<file path="config.mk">
export PLATFORM = sky130hd
export DESIGN_NAME = regfile_rat
export DESIGN_NICKNAME = d
export VERILOG_FILES = /design/src/rtl/regfile_rat.sv
export SDC_FILE = /design/constraint.sdc
export NUM_CORES = 2
export LEC_CHECK = 0
export CAP_MARGIN = 20
export CORE_MARGIN = 5
export CORE_UTILIZATION = 30
export DETAILED_ROUTE_END_ITERATION = 12
export GPL_ROUTABILITY_DRIVEN = 0
export PLACE_DENSITY_LB_ADDON = 0.12
export SLEW_MARGIN = 20
export SYNTH_ARGS = -nofsm -noshare
export SYNTH_HDL_FRONTEND = slang
export SYNTH_SLANG_ARGS = --single-unit
</file>
<file path="constraint.sdc">
create_clock -name clk -period 19.7 [get_ports clk]
set_input_delay 3.94 -clock clk [delete_from_list [all_inputs] [get_ports clk]]
set_output_delay 3.94 -clock clk [all_outputs]
set_load 0.1 [all_outputs]
</file>
<file path="src/rtl/regfile_rat.sv">
`default_nettype none
// ============================================================================
// Module   : regfile_rat
// Brief    : Architectural register file with rename table; 4-wide rename and
//            retire, 8 combinational source read ports with retire forwarding.
// Revision : 1.0 - initial release
// ============================================================================
module regfile_rat #(
    parameter int NUM_REGS = 16,
    parameter int DATA_W   = 16,
    parameter int TAG_W    = 4,
    parameter int LANES    = 4,
    parameter int RD_PORTS = 8
) (
    input  logic                       clk,
    input  logic                       reset,
    input  logic [LANES-1:0]           rename_valid,
    input  logic [LANES*4-1:0]         rename_target,
    input  logic [LANES*TAG_W-1:0]     rename_tag,
    input  logic [LANES-1:0]           retire_valid,
    input  logic [LANES*4-1:0]         retire_target,
    input  logic [LANES*DATA_W-1:0]    retire_data,
    input  logic [LANES*TAG_W-1:0]     retire_tag,
    input  logic [RD_PORTS*4-1:0]      read_reg,
    output logic [RD_PORTS-1:0]        read_busy,
    output logic [RD_PORTS*TAG_W-1:0]  read_tag,
    output logic [RD_PORTS*DATA_W-1:0] read_value,
    output logic [4:0]                 busy_count
);

    localparam int c_IDX_W = 4;
    localparam int c_CNT_W = 5;

    logic [DATA_W-1:0]   r_value [NUM_REGS];
    logic [NUM_REGS-1:0] r_busy;
    logic [TAG_W-1:0]    r_tag   [NUM_REGS];
    logic [c_CNT_W-1:0]  r_busy_count;

    logic [DATA_W-1:0]   w_value_nxt [NUM_REGS];
    logic [NUM_REGS-1:0] w_busy_nxt;
    logic [TAG_W-1:0]    w_tag_nxt   [NUM_REGS];
    logic [c_CNT_W-1:0]  w_cnt_nxt;

    logic [c_IDX_W-1:0]  w_ren_tgt  [LANES];
    logic [TAG_W-1:0]    w_ren_tag  [LANES];
    logic [c_IDX_W-1:0]  w_ret_tgt  [LANES];
    logic [DATA_W-1:0]   w_ret_data [LANES];
    logic [TAG_W-1:0]    w_ret_tag  [LANES];

    generate
        for (genvar i = 0; i < LANES; i++) begin : g_lane
            assign w_ren_tgt[i]  = rename_target[i*c_IDX_W +: c_IDX_W];
            assign w_ren_tag[i]  = rename_tag[i*TAG_W +: TAG_W];
            assign w_ret_tgt[i]  = retire_target[i*c_IDX_W +: c_IDX_W];
            assign w_ret_data[i] = retire_data[i*DATA_W +: DATA_W];
            assign w_ret_tag[i]  = retire_tag[i*TAG_W +: TAG_W];
        end
    endgenerate

    // Lanes are walked in program order so the highest lane wins; renames are
    // applied after retires so a same-cycle rename owns busy and tag.
    always_comb begin
        w_value_nxt = r_value;
        w_busy_nxt  = r_busy;
        w_tag_nxt   = r_tag;
        for (int i = 0; i < LANES; i++) begin
            if (retire_valid[i]) begin
                w_value_nxt[w_ret_tgt[i]] = w_ret_data[i];
                if (r_busy[w_ret_tgt[i]] && (r_tag[w_ret_tgt[i]] == w_ret_tag[i])) begin
                    w_busy_nxt[w_ret_tgt[i]] = 1'b0;
                end
            end
        end
        for (int i = 0; i < LANES; i++) begin
            if (rename_valid[i]) begin
                w_busy_nxt[w_ren_tgt[i]] = 1'b1;
                w_tag_nxt[w_ren_tgt[i]]  = w_ren_tag[i];
            end
        end
    end

    always_comb begin
        w_cnt_nxt = '0;
        for (int r = 0; r < NUM_REGS; r++) begin
            w_cnt_nxt = w_cnt_nxt + c_CNT_W'(w_busy_nxt[r]);
        end
    end

    always_ff @(posedge clk) begin
        if (reset) begin
            for (int r = 0; r < NUM_REGS; r++) begin
                r_value[r] <= '0;
                r_tag[r]   <= '0;
            end
            r_busy       <= '0;
            r_busy_count <= '0;
        end else begin
            r_value      <= w_value_nxt;
            r_busy       <= w_busy_nxt;
            r_tag        <= w_tag_nxt;
            r_busy_count <= w_cnt_nxt;
        end
    end

    assign busy_count = r_busy_count;

    generate
        for (genvar p = 0; p < RD_PORTS; p++) begin : g_rd
            logic [c_IDX_W-1:0] w_idx;
            logic [DATA_W-1:0]  w_val;
            logic               w_hit;

            assign w_idx = read_reg[p*c_IDX_W +: c_IDX_W];

            // Value follows the youngest retiring writer; busy drops only when
            // a retiring writer carries the tag the register is waiting on.
            always_comb begin
                w_val = r_value[w_idx];
                w_hit = 1'b0;
                for (int i = 0; i < LANES; i++) begin
                    if (retire_valid[i] && (w_ret_tgt[i] == w_idx)) begin
                        w_val = w_ret_data[i];
                        if (r_busy[w_idx] && (r_tag[w_idx] == w_ret_tag[i])) begin
                            w_hit = 1'b1;
                        end
                    end
                end
            end

            assign read_busy[p]                  = r_busy[w_idx] & ~w_hit;
            assign read_tag[p*TAG_W +: TAG_W]    = r_tag[w_idx];
            assign read_value[p*DATA_W +: DATA_W] = w_val;
        end
    endgenerate

endmodule
`default_nettype wire
</file>
==> impl_metrics.env <==
export IMPL_status="finished clean"
export IMPL_die_area_sq_um=191000
export IMPL_p_comb_frac=0.473
export IMPL_critPathSlowestCell="clkdlybuf4s50_1"
export IMPL_r2r_slack_ns=13.08
export IMPL_areaGrowthSynthToFinish_pct=10.8
export IMPL_rsz0062_at_grt="false"
export IMPL_numCtsBuffers=47
export IMPL_post_cts_resized=0
export IMPL_p_clk_frac=0.278
export IMPL_holdCritStartpoint="r_tag[58]"
export IMPL_highest_layer="met5"
export IMPL_dieWidth_um=437
export IMPL_worstSetupStartpoint="read_reg[24]"
export IMPL_power_internal_mw=1.86
export IMPL_synth_compound_area_frac=0.160
export IMPL_seqPwrFrac=0.248
export IMPL_synth_nets=5993
export IMPL_grt_max_degree=111
export IMPL_yosys_warnings=0
export IMPL_holdWs_ns=0.804
export IMPL_cellPowerDensity_nw_per_um2=56.7
export IMPL_synth_simple_area_share=0.116
export IMPL_synthXorXnorAreaFrac=0.0443
export IMPL_insertion_delay_ns=0.66
export IMPL_final_setup_tns_ns=0
export IMPL_ys_flop_type="dfxtp_1"
export IMPL_wl_met1_um=122000
export IMPL_ir_worst_vdd_v=0.0000661
export IMPL_r2r_end="busy_count[2]"
export IMPL_first_pass_iters=6
export IMPL_wl_met2_um=134000
export IMPL_crit_chain="buf_6 -> buf_4 -> mux4_2 -> mux4_2 -> xnor2_1 -> nand3_1 -> nor3_1 -> nor4_1 -> clkdlybuf4s50_1"
export IMPL_crit_type="input port to output port"
export IMPL_synth_cell_types=71
export IMPL_wirelength_um=312000
export IMPL_syn_avg_cell_area_sq_um=9.44
export IMPL_rows=156
export IMPL_max_cap_viol_count=0
export IMPL_clock_root_buffer="clkbuf_16"
export IMPL_synth_top_family_by_area="multiplexers"
export IMPL_path_buf_inv=3
export IMPL_clock_skew_ns=0.00806
export IMPL_drive_above_1_share=0.248
export IMPL_synth_seq_cells=341
export IMPL_rr_startpoint="r_tag[50]"
export IMPL_track_usage=0.313
export IMPL_hp_class="register to register"
export IMPL_min_period_over_period=0.648
export IMPL_cts_tree="built"
export IMPL_p_leak_nw=20.4
export IMPL_hold_violations=0
export IMPL_cpLargestDelayFamily="buffers and inverters"
export IMPL_maxSlewHeadroom=0.201
export IMPL_fin_crit_ns=12.77
export IMPL_cts_sinks=341
export IMPL_cts_clk_slew_worst_paths_ns=0.06
export IMPL_swShare=0.460
export IMPL_vias=54365
export IMPL_first_global_vias=51188
export IMPL_synth_area_mux_share=0.477
export IMPL_place_inst=7874
export IMPL_tightest_slew_ns=1.19
export IMPL_crit_path_frequent_cell="mux4_2"
export IMPL_avgViaCountPerCell=6.83
export IMPL_switchingPower_mw=1.59
export IMPL_routedWlPerCell_um=39.2
export IMPL_layout_common_cells="mux4_2 (895), nor2_1 (726), a211oi_1 (633), mux2i_1 (563), a21oi_1 (385)"
export IMPL_drcViolationCount=0
export IMPL_cp_max_fo=48
export IMPL_cp_arrival_ns=8.83
export IMPL_initial_utilization=0.302
export IMPL_cts_max_path_buffers=3
export IMPL_grt_overflow=0
export IMPL_io_pins=343
export IMPL_critPathCaptureType="output port"
export IMPL_rr_worst_depth=18
export IMPL_die_height_um=437
export IMPL_fin_cells=7963
export IMPL_cp_start_kind="input port"
export IMPL_ant_nets=0
export IMPL_setup_violations=0
export IMPL_hold_depth=4
export IMPL_synthArstFlopShare=0
export IMPL_htree_levels=2
export IMPL_slew_violations=0
export IMPL_dpl_hpwl_um=204000
export IMPL_fin_nets=5738
export IMPL_layout_cells_most_common="mux4_2"
export IMPL_cpPeakStageDelay_ns=1.27
export IMPL_synth_edf_count=0
export IMPL_antenna_found_initial=20
export IMPL_core_area_sq_um=181000
export IMPL_min_to="r_tag[58]"
export IMPL_syn_area_sq_um=54800
export IMPL_grt_pass1_wl_um=430000
export IMPL_fillers=18275
export IMPL_synth_fa_ha_area_frac=0.00479
export IMPL_max_freq_ghz=0.0783
export IMPL_portBuffers=342
export IMPL_met3_length_um=42200
export IMPL_synth_seq_area_share=0.125
export IMPL_synth_cells=5808
export IMPL_ctsHoldBuffers=0
export IMPL_cp_data_required_time_ns=15.76
export IMPL_cts_setup_buffers=0
export IMPL_drtIter0Drc=7419
## through the flow
step / instance area [sq um] / total power, mW / worst slack (ns) / utilization
after floorplan: 54800 / 1.94 / 5.98 / -
after global placement: 59000 / 2.46 / 6.90 / 0.326
after detailed placement: 59100 / 2.46 / 6.85 / 0.326
after CTS: 60700 / 3.43 / 6.85 / 0.335
after global routing: 60700 / 3.54 / 6.65 / 0.335
final: 60700 / 3.45 / 6.93 / 0.335
## worst register-to-register path, delay by kind of cell (launching register included)
| kind | cells | cell delay, ns |
|---|---|---|
| adders and majority gates | 6 | 2.71 |
| DFF | 1 | 0.93 |
| AOI/OAI and AO/OA | 2 | 0.62 |
| xor gates and xnor gates | 1 | 0.22 |
| buffers and inverters | 3 | 0.16 |
| muxes | 1 | 0.47 |
| and+or+nand+nor | 5 | 1.36 |
## layer usage
layer	global-route usage	up-vias
met2	0.465	4063
met5	0	-
met1	0.415	27479
met3	0.117	721
met4	0.115	10
li1	-	22092
## power groups by stage
stage / logic, mW / registers, mW / clock network, mW
after floorplan: 1.13 / 0.812 / 0
after global placement: 1.60 / 0.858 / 0
after detailed placement: 1.61 / 0.859 / 0
after CTS: 1.61 / 0.844 / 0.972
after global routing: 1.70 / 0.856 / 0.990
final: 1.63 / 0.856 / 0.959
## cells by family after synthesis
kind of cell / after synthesis
muxes: 1485
and+or+nand+nor: 1461
AOI/OAI and AO/OA: 1341
buffers and inverters: 891
DFF: 341
xor gates and xnor gates: 274
adders and majority gates: 15
## area by class of cell
type,instances,area [sq um],share of cell area
Multi-Input combinational cell,4576,44400,0.730
Sequential cell,341,6830,0.112
Clock inverter,15,246,0.00406
Clock buffer,68,1370,0.0225
Tap cell,2370,2970,0.0488
Inverter,28,105,0.00173
Timing Repair Buffer,559,4860,0.0800
Antenna cell,6,15.0,0.000247
## how the worst max path moves through the flow
stage / end / slack, ns / cells past startpoint
global placement: read_busy[6] / 6.90 / 9
finish: read_busy[6] / 6.93 / 9
global route: read_busy[6] / 6.65 / 9
CTS: read_busy[6] / 6.85 / 9
detailed placement: read_busy[6] / 6.85 / 9
floorplan: read_busy[0] / 5.98 / 8
## flip-flops by register name (all words and copies together), names as in the netlist
register / count
busy_count: 5
r_value: 256
r_tag: 64
r_busy: 16
## Yosys cell counts (5+ instances only)
master    instances  area share
nor2_1          736       0.050
fa_1             10      0.0037
o21ai_0         174       0.016
xnor2_1         123       0.020
o22ai_1          15      0.0017
a22oi_1           5     0.00068
nand4b_1          7      0.0011
inv_1            27      0.0018
clkbuf_1        556       0.038
o211ai_1         21      0.0029
a211oi_1        633       0.087
nand4_1           9      0.0010
nand2b_1         16      0.0018
or2_2            12      0.0014
mux2i_1         565        0.10
or3_1             7     0.00080
mux4_2          895        0.37
o221ai_1         13      0.0021
nand3_1         138       0.013
nor2b_1          29      0.0033
ha_1              5      0.0011
buf_2           175       0.016
a21oi_1         385       0.035
a311oi_1         37      0.0059
nor4_1           39      0.0045
and4_1           12      0.0019
and3_1            9      0.0010
o31ai_1           8      0.0011
o21ai_1          11      0.0010
nand2_1         355       0.024
buf_6            31      0.0064
buf_4            60      0.0082
buf_1            41      0.0028
dfxtp_1         341        0.12
o41ai_1           8      0.0013
mux2_2           21      0.0043
o221ai_2          5      0.0014
nor2_4            5      0.0010
nor3b_1          11      0.0015
and2_1            9      0.0010
xor2_1          149       0.024
nor3_1           41      0.0037
(Power assumes the default switching activity.)
